==> src/rtl/pri_enc_pkg.sv <==
// Shared types and constants for the round-robin / fixed-priority encoder.
package pri_enc_pkg;

  // Output register state: EMPTY means no grant is held, FULL means idx is valid.
  typedef enum logic {
    EMPTY = 1'b0,
    FULL  = 1'b1
  } state_t;

  localparam logic MODE_FIXED = 1'b0;
  localparam logic MODE_RR    = 1'b1;

endpackage

==> src/rtl/pri_enc_find.sv <==
// Combinational wrapped search: scan downward from a start index, wrapping
// from 0 to N-1; the first set request wins.
module pri_enc_find
  import pri_enc_pkg::*;
#(
  parameter int N = 8,
  parameter int W = $clog2(N)
) (
  input  logic [N-1:0] req,
  input  logic [W-1:0] start,
  input  logic         mode,
  output logic [W-1:0] win_idx,
  output logic         any
);

  int top_pos;
  int pos;

  always_comb begin
    // NOTE: every output and temporary gets a default before the loop, so no
    // path through this block leaves a value unassigned and no latch is inferred.
    win_idx = '0;
    any     = 1'b0;
    top_pos = N - 1;
    pos     = 0;

    // Fixed priority is simply the wrapped search started at the top index.
    // An out-of-range start cannot occur, but is clamped for non-power-of-two N.
    if (mode == MODE_RR && int'(start) < N) begin
      top_pos = int'(start);
    end

    for (int k = 0; k < N; k++) begin
      pos = top_pos - k;
      if (pos < 0) begin
        pos = pos + N;
      end
      if (!any && req[pos]) begin
        any     = 1'b1;
        win_idx = W'(pos);
      end
    end
  end

endmodule

==> src/rtl/pri_enc_rr.sv <==
// Registered priority encoder with valid/ready output and a round-robin
// pointer that advances past each accepted grant.
module pri_enc_rr
  import pri_enc_pkg::*;
#(
  parameter  int N = 8,
  localparam int W = $clog2(N)
) (
  input  logic         clk,
  input  logic         rst_n,
  input  logic         en,
  input  logic         mode,
  input  logic [N-1:0] req,
  output logic         out_valid,
  input  logic         out_ready,
  output logic [W-1:0] idx
);

  state_t         state;
  logic [W-1:0]   ptr;
  logic [W-1:0]   ptr_next;
  logic [W-1:0]   start;
  logic [W-1:0]   win_idx;
  logic           any;
  logic           handshake;
  logic           capture;

  assign handshake = (state == FULL) && out_ready;
  assign capture   = en && any;
  assign ptr_next  = (idx == '0) ? W'(N - 1) : idx - 1'b1;

  // A back-to-back capture must already see the pointer moved past the grant
  // being accepted, otherwise round-robin would repeat the same winner.
  assign start = handshake ? ptr_next : ptr;

  pri_enc_find #(
    .N(N),
    .W(W)
  ) u_find (
    .req    (req),
    .start  (start),
    .mode   (mode),
    .win_idx(win_idx),
    .any    (any)
  );

  // NOTE: sequential state uses non-blocking assignments so every register
  // samples pre-edge values, independent of statement order.
  always_ff @(posedge clk) begin
    if (!rst_n) begin
      state     <= EMPTY;
      out_valid <= 1'b0;
      idx       <= '0;
      ptr       <= W'(N - 1);
    end else begin
      case (state)
        EMPTY: begin
          if (capture) begin
            idx       <= win_idx;
            out_valid <= 1'b1;
            state     <= FULL;
          end
        end
        FULL: begin
          if (out_ready) begin
            ptr <= ptr_next;
            if (capture) begin
              idx <= win_idx;
            end else begin
              out_valid <= 1'b0;
              state     <= EMPTY;
            end
          end
        end
      endcase
    end
  end

  // Design invariants: idx stays in range, and a stalled grant is held stable.
  a_idx_range : assert property (@(posedge clk) disable iff (!rst_n)
    idx <= W'(N - 1));

  a_hold_stable : assert property (@(posedge clk) disable iff (!rst_n)
    (out_valid && !out_ready) |=> (out_valid && $stable(idx)));

  a_valid_state : assert property (@(posedge clk) disable iff (!rst_n)
    out_valid == (state == FULL));

endmodule

==> config.mk <==
export PLATFORM = sky130hd
export DESIGN_NAME = pri_enc_rr
export DESIGN_NICKNAME = d
export VERILOG_FILES = /design/src/rtl/pri_enc_pkg.sv /design/src/rtl/pri_enc_find.sv /design/src/rtl/pri_enc_rr.sv
export SDC_FILE = /design/constraint.sdc
export NUM_CORES = 1
export LEC_CHECK = 0
export CAP_MARGIN = 10
export CORE_UTILIZATION = 30
export CTS_BUF_LIST = sky130_fd_sc_hd__clkbuf_4
export CTS_CLUSTER_SIZE = 12
export DETAILED_ROUTE_END_ITERATION = 16
export SYNTH_ARGS = -nofsm -noshare
export SYNTH_HDL_FRONTEND = slang
export SYNTH_HIERARCHICAL = 1
export SYNTH_SLANG_ARGS = --single-unit
export TNS_END_PERCENT = 50
==> constraint.sdc <==
create_clock -name clk -period 11 [get_ports clk]
set_input_delay 2.75 -clock clk [delete_from_list [all_inputs] [get_ports clk]]
set_output_delay 2.75 -clock clk [all_outputs]
set_load 0.05 [all_outputs]
Yosys cells after proc, flatten, opt, wreduce, memory -nomap -nowiden:

Index checks and enable logic that the tools add are counted.

* flip-flop bits (word level): 8
* bits in latches: 0
* RAM bits: 0
* bits in read-only memories: 0
* input bits: 13
* output and inout bits: 4
* logic and storage cells: 120
* memories: 0

* $add $sub $neg: 16
* $mul: 0
* divide/modulo/power cells: 0
* magnitude comparators: 16
* equality and inequality tests: 3
* shift-type cells: 0
* mux-type cells: 61
* bitwise gates (word level): 1
* reductions and logical operators: 19

Operators by type and width (number)
* adder 32 x 5 -> 32 bit, second input constant: 8
* < comparator 32 x 1 -> 1 bit, second input constant: 8
* < comparator 32 x 5 -> 1 bit, second input constant: 8
* 2-to-1 mux 32 bit: 8
* subtractor 32 x 4 -> 32 bit, second input constant: 4
* subtractor 32 x 3 -> 32 bit, second input constant: 2
* 2-to-1 mux 3 bit: 13
* subtractor 32 x 2 -> 32 bit, second input constant: 1
* 2-to-1 mux 1 bit: 29
* binary-select mux 1 bit (select 3 bit): 8
* logical AND 1 bit: 9
* zero test 1 bit: 7
* != test 2 bit, second input constant: 3
* one-hot mux 3 bit (2 select lines): 1
* one-hot mux 1 bit (2 select lines): 2
* zero test 3 bit: 1
* AND reduction 3 bit: 1
* subtractor 3 x 1 -> 3 bit, second input constant: 1
* AND reduction 2 bit: 1
* inverter 1 bit: 1

Longest topological paths before layout:

* word-level depth: 35
* depth in mapped cells: 19
* gate-level depth less buffers: 16

Hierarchy:

Netlist, hierarchy kept.

By module, submodules not included
* pri_enc_find: times used 1, cells an instance 129, area an instance 1031.0 µm², seq. area each 0.0 µm²
* pri_enc_rr: times used 1, cells an instance 43, area an instance 374.1 µm², seq. area each 160.2 µm²

Least setup slack after synthesis:

Ideal clock, no wire load.

* kind: input-to-reg
* from: in out_ready
* to: reg idx[0]
* library setup time: 0.072 ns
* data arrival time: 5.487 ns
* data required time: 10.928 ns
* setup slack: 5.442 ns
* stages: 16
* buffers on the path: 3
* path through: and2_4 -> nor3b_2 -> nor2_1 -> buf_6 -> buf_8 -> nor2b_4 -> buf_6 -> inv_8 -> ha_1 -> xnor2_2 -> mux4_2 -> and2_1 -> nand4_1 -> nand2_1 -> nor2b_4 -> mux2i_1

* longest elaborated chain between the ends: 34
* elaborated cells between the ends (all ways): 93
* those cells by class: add/sub: 15; order compare: 8; eq/ne: 1; mux: 53; reduce/logical: 16

Ends and longest elaborated chain
* from (decl): RTL line pri_enc_rr.sv:15 `input logic out_ready,`
* logical AND 1 bit *: RTL line pri_enc_rr.sv:28 `assign handshake = (state == FULL) && out_ready;`
* 2-to-1 mux 3 bit *: RTL line pri_enc_rr.sv:34 `assign start = handshake ? ptr_next : ptr;`
* named net start[0]: RTL line pri_enc_rr.sv:22 `logic [W-1:0] start;`
* 2-to-1 mux 3 bit *: RTL line pri_enc_find.sv:29 `if (mode == MODE_RR && int'(start) < N) begin`
* parallel branches: the longest is 26 deep, another holds subtractor 32 x 2 -> 32 bit
* 2-to-1 mux 1 bit *: RTL line pri_enc_find.sv:38 `if (!any && req[pos]) begin`
* named net any: RTL line pri_enc_rr.sv:24 `logic any;`
* logical AND 1 bit *: RTL line pri_enc_rr.sv:29 `assign capture = en && any;`
* 2-to-1 mux 3 bit *: RTL line pri_enc_rr.sv:58, pri_enc_rr.sv:67
* 2-to-1 mux 3 bit: RTL line pri_enc_rr.sv:65 `if (out_ready) begin`
* one-hot mux 3 bit (2 select lines) *: RTL line pri_enc_rr.sv:56 `case (state)`
* to (signal assigned): RTL line pri_enc_rr.sv:59 `idx <= win_idx;`
* to (signal assigned): RTL line pri_enc_rr.sv:68 `idx <= win_idx;`
* to (decl): RTL line pri_enc_rr.sv:16 `output logic [W-1:0] idx`

Mark *: on every way through the listed nets, which the timed path passes. The select of a mux whose other input is x is not followed.
A chain may end at the register's enable or synchronous reset.

Final worst setup path:

* from: in out_ready
* to: reg idx[1]

Same word-level chain as after synthesis.

==> Flow_metrics.wiki <==
{| class="wikitable"
! Metric !! Value
|-
| Run status || finished, final reports clean
|-
| Count of state elements after synthesis || 8
|-
| Detailed-route via count || 1353
|-
| Delay of the slowest critical-path stage || 0.61 ns
|-
| Timing-limited maximum frequency || 155 MHz
|-
| Clock skew || 0.00685 ns
|-
| Areal power density over the cells || 91.4 mW/mm^2
|-
| Final-report max-slew violation count || 0
|-
| Met3 track utilization from global routing || under 10%
|-
| Worst reg2reg startpoint || idx[0]
|-
| Hold_buf cts || 0
|-
| Clk root buf || sky130_fd_sc_hd__clkbuf_4
|-
| Layout cells sized above 1 || 13.3%
|-
| Number of endpoints failing setup at the final stage || 0
|-
| Critical path peak fanout || 13
|-
| Number of buffer and inverter stages on the critical path || 2
|-
| Global-route wire length before repair || about 6000 um
|-
| Effective utilization at floorplan || 31.8%
|-
| Total Die Area || 0.00496 mm^2
|-
| Initial antenna violation count || 0
|-
| Average wire per standard cell || 15.8 um
|-
| CTS Sinks || 8
|-
| Unrepaired setup endpoints after global routing || false
|-
| Clock slew at reported path FFs || 0.06 ns
|-
| Total Negative Setup Slacks || 0 ns
|-
| Multi-input gate area in the final layout || 0.00112 mm^2
|-
| WP data required || approximately 11 ns
|-
| Worst rel slew slack || 46.9%
|-
| Overall die height || 70.4 um
|-
| Overall global routing resource usage || 15.3%
|-
| Reg-to-reg slack, setup || 6.89 ns
|-
| Number of global-route vias before repair || 1277
|-
| Delay-heaviest family, CP || simple AND/OR/NAND/NOR gates
|-
| Max Root-Sink Buffers || 2
|-
| Final ANT Viol Nets || 0
|-
| Violation count after the first detailed-route iteration || approximately 120
|-
| Via count normalized by instance count || 5.81
|-
| Worst setup SP type || input pin
|-
| Crit path to || idx[1]
|-
| Largest voltage drop on the vdd net || 0.0428 mV
|-
| Per-instance average area after synthesis || 8.17 um^2
|-
| Post-synth design cell area || 0.00141 mm^2
|-
| Port Buffer Count || 16
|-
| Count of flip-flops with a built-in enable after synthesis || 0
|-
| CP Cell Sequence || clkdlybuf4s50_1 -> and2_4 -> nor2_1 -> nor2_1 -> nor2b_1 -> inv_2 -> ha_1 -> xnor2_2 -> mux4_2 -> and2_1 -> nand4_1 -> nand2_1 -> nor2b_4 -> mux2i_1
|-
| Unique masters post-synth || 59
|-
| Depth of the worst register-to-register path || 14
|-
| Layout area overhead || 11.2%
|-
| Critical path startpoint || out_ready
|-
| Final clock period utilization by the worst path || 58.5%
|-
| H-tree level count || 1
|-
| GP Congestion || 0.904
|-
| Seq/Total Area, Yosys || 11.4%
|-
| Cell type of the slowest stage on the worst timing path || sky130_fd_sc_hd__nor2_1
|-
| Antenna Diode Count || 0
|-
| Class of the worst hold path || flop to flop
|-
| Synthesis warning total || 6
|-
| Fraction of met1 tracks used by global routing || 21.6%
|-
| Total chip power || ~140 uW
|-
| Number of top-level design ports || 17
|-
| Data arrival at the endpoint of the critical path || 6.61 ns
|-
| Time the final worst path needs with I/O delays and setup || 6.43 ns
|-
| Number of endpoints with negative hold slack in the final report || 0
|-
| Max-capacitance violation count || 0
|-
| CTS buffer count || 3
|-
| Actual transition at the worst max-transition pin || ~0.8 ns
|-
| Number of rows created at floorplan || 24
|-
| Detailed-routing iteration count for the pre-antenna-repair pass || 4
|-
| Dpl hpwl || 2930 um
|-
| Clock tree from TritonCTS || built
|-
| Pin count of the biggest net entering global routing || 19
|-
| Clock latency reported for the late side of the worst-skew pair || ~0.25 ns
|-
| Total nets after synthesis || roughly 190
|-
| Top Usage Layer GRT || met2
|-
| Nets@finish || approximately 200
|-
| Most numerous cell on the critical path || sky130_fd_sc_hd__nor2_1
|-
| Cell count after synthesis || 172
|-
| Sum of routed wire length over all layers || 3680 um
|-
| Predominant post-synthesis flop cell || sky130_fd_sc_hd__dfxtp_1
|-
| Capturing element type of the critical path || flop
|-
| Number of logic stages on the critical path including buffering || 14
|-
| Crit Path Category || input pin to flop
|-
| Post-CTS setup buffers || 0
|-
| Reg-to-Reg End || idx[1]
|-
| Total overflow reported by the global router || 0
|-
| Combined flip-flop and latch cell area || between 150 and 200 um^2
|-
| Global-route track usage on met2 || 23.7%
|-
| P_leak || 0.616 nW
|-
| CORE AREA || about 0.0044 mm^2
|-
| Post-route DRC violation count || 0
|-
| Number of resized instances in the post-cts repair step || 0
|-
| Share of async-settable or async-resettable flops after synthesis || 0%
|-
| Die X || slightly above 70 um
|-
| Final-layout fill cell count || 479
|}
==> cells by family after synthesis <==
kind of cell / count (synthesis) / share of synthesized area [%]
buffers and inverters: 17 / 9.08
and+or+nand+nor: 74 / 30.9
xor gates and xnor gates: 3 / 2.40
adders and majority gates: 3 / 2.67
muxes: 25 / 22.2
DFF: 8 / 11.4
AOI/OAI and AO/OA: 42 / 21.4
==> synth_stat cells, types with 2 or more instances <==
| cell type | number | area share (%) |
|---|---|---|
| sky130_fd_sc_hd__a211oi_1 | 4 | 2.1 |
| sky130_fd_sc_hd__a21boi_0 | 2 | 1.1 |
| sky130_fd_sc_hd__a21boi_1 | 2 | 1.1 |
| sky130_fd_sc_hd__a21o_1 | 2 | 1.1 |
| sky130_fd_sc_hd__a21oi_1 | 10 | 3.6 |
| sky130_fd_sc_hd__and2_1 | 2 | 0.89 |
| sky130_fd_sc_hd__and3_1 | 3 | 1.3 |
| sky130_fd_sc_hd__buf_2 | 3 | 1.1 |
| sky130_fd_sc_hd__buf_6 | 5 | 4.0 |
| sky130_fd_sc_hd__dfxtp_1 | 8 | 11 |
| sky130_fd_sc_hd__ha_1 | 3 | 2.7 |
| sky130_fd_sc_hd__inv_1 | 4 | 1.1 |
| sky130_fd_sc_hd__mux2_2 | 3 | 2.4 |
| sky130_fd_sc_hd__mux2i_1 | 17 | 12 |
| sky130_fd_sc_hd__mux4_2 | 3 | 4.8 |
| sky130_fd_sc_hd__nand2_1 | 18 | 4.8 |
| sky130_fd_sc_hd__nand2b_1 | 7 | 3.1 |
| sky130_fd_sc_hd__nand3_1 | 5 | 1.8 |
| sky130_fd_sc_hd__nand4_1 | 4 | 1.8 |
| sky130_fd_sc_hd__nand4bb_1 | 2 | 1.6 |
| sky130_fd_sc_hd__nor2_1 | 15 | 4.0 |
| sky130_fd_sc_hd__nor2b_4 | 2 | 2.0 |
| sky130_fd_sc_hd__nor3_1 | 2 | 0.71 |
| sky130_fd_sc_hd__nor4bb_1 | 2 | 1.4 |
| sky130_fd_sc_hd__o211a_1 | 3 | 2.1 |
| sky130_fd_sc_hd__o21ai_0 | 3 | 1.1 |
| sky130_fd_sc_hd__o22ai_1 | 4 | 1.8 |
| sky130_fd_sc_hd__o32ai_1 | 2 | 1.2 |
| sky130_fd_sc_hd__or3_1 | 2 | 0.89 |
==> layout make-up <==
cell class              count  share of cell area, %
flip-flops and latches      8                   10.2
clock buffers               3                   1.44
inverters                   6                   1.92
multi-input cells         147                   71.5
well taps                  52                   4.16
repair buffers             17                   10.7
==> sequential cells by signal, indices dropped and copies added (netlist names) <==
name and count:
out_valid 1, idx 3, state 1, ptr 3
==> per-layer routing <==
layer / share of wire, % / vias to the layer above
met4: 2.9 / 0
met3: 5.9 / 8
met2: 45 / 44
li1: - / 666
met1: 46 / 635
met5: 0 / -
==> stage by stage <==
| stage | instance area, um^2 | std cells | util [%] | setup WS [ns] | hold slack (ns) |
|---|---|---|---|---|---|
| final | 1560 | 233 | 35.4 | 4.57 | 0.482 |
| after global routing | 1560 | 233 | 35.4 | 4.32 | 0.514 |
| after CTS | 1560 | 233 | 35.4 | 4.60 | 0.481 |
| after detailed placement | 1540 | 230 | 34.9 | 4.35 | 0.467 |
| after global placement | 1540 | 230 | 34.9 | 4.43 | 0.472 |
| after floorplan | 1410 | 172 | - | 5.44 | 0.468 |
==> worst min path at each step <==
stage               slack (ns)    from  cells after the start      to
finish                    0.48  idx[0]                      2  idx[0]
global route              0.51  idx[0]                      2  idx[0]
CTS                       0.48  idx[0]                      2  idx[0]
detailed placement        0.47  idx[1]                      2  idx[1]
global placement          0.47  idx[0]                      2  idx[0]
floorplan                 0.47  ptr[0]                      2  ptr[0]
==> cells in the final DEF (no fill, tap or decap), drive strengths merged, types with 2 or more instances in the layout <==
cell type | synthesis | layout
a211oi | 4 | 4
a21boi | 4 | 4
a21o | 2 | 2
a21oi | 10 | 10
and2 | 3 | 3
and3 | 3 | 3
clkbuf | 1 | 3
clkdlybuf4s50 | 0 | 16
dfxtp | 8 | 8
ha | 3 | 3
inv | 6 | 6
mux2 | 3 | 3
mux2i | 18 | 18
mux4 | 4 | 4
nand2 | 18 | 18
nand2b | 7 | 7
nand3 | 6 | 6
nand4 | 5 | 5
nand4bb | 2 | 2
nor2 | 15 | 15
nor2b | 4 | 4
nor3 | 2 | 2
nor4bb | 2 | 2
o211a | 3 | 3
o21ai | 4 | 4
o22ai | 4 | 4
o32ai | 3 | 3
or3 | 2 | 2
xnor2 | 2 | 2
==> where the power goes <==
| group | total [mW] | switching [mW] | internal [mW] | leakage (nW) |
|---|---|---|---|---|
| sequential | 0.0338 | 0.00196 | 0.0319 | 0.0660 |
| clock | 0.0221 | 0.00965 | 0.0125 | 0.0138 |
| combinational | 0.0869 | 0.0506 | 0.0362 | 0.536 |
==> worst register-to-register path, cell delays in order, from the launching register on <==
cell and delay (ns):
sky130_fd_sc_hd__dfxtp_1 0.36, sky130_fd_sc_hd__inv_1 0.08, sky130_fd_sc_hd__ha_1 0.28, sky130_fd_sc_hd__and3_1 0.19, sky130_fd_sc_hd__nor2_1 0.61, sky130_fd_sc_hd__nor2b_1 0.33, sky130_fd_sc_hd__inv_2 0.29, sky130_fd_sc_hd__ha_1 0.24
sky130_fd_sc_hd__xnor2_2 0.18, sky130_fd_sc_hd__mux4_2 0.61, sky130_fd_sc_hd__and2_1 0.23, sky130_fd_sc_hd__nand4_1 0.11, sky130_fd_sc_hd__nand2_1 0.15, sky130_fd_sc_hd__nor2b_4 0.20, sky130_fd_sc_hd__mux2i_1 0.20
No activity file was read; power rests on OpenSTA's default activity.
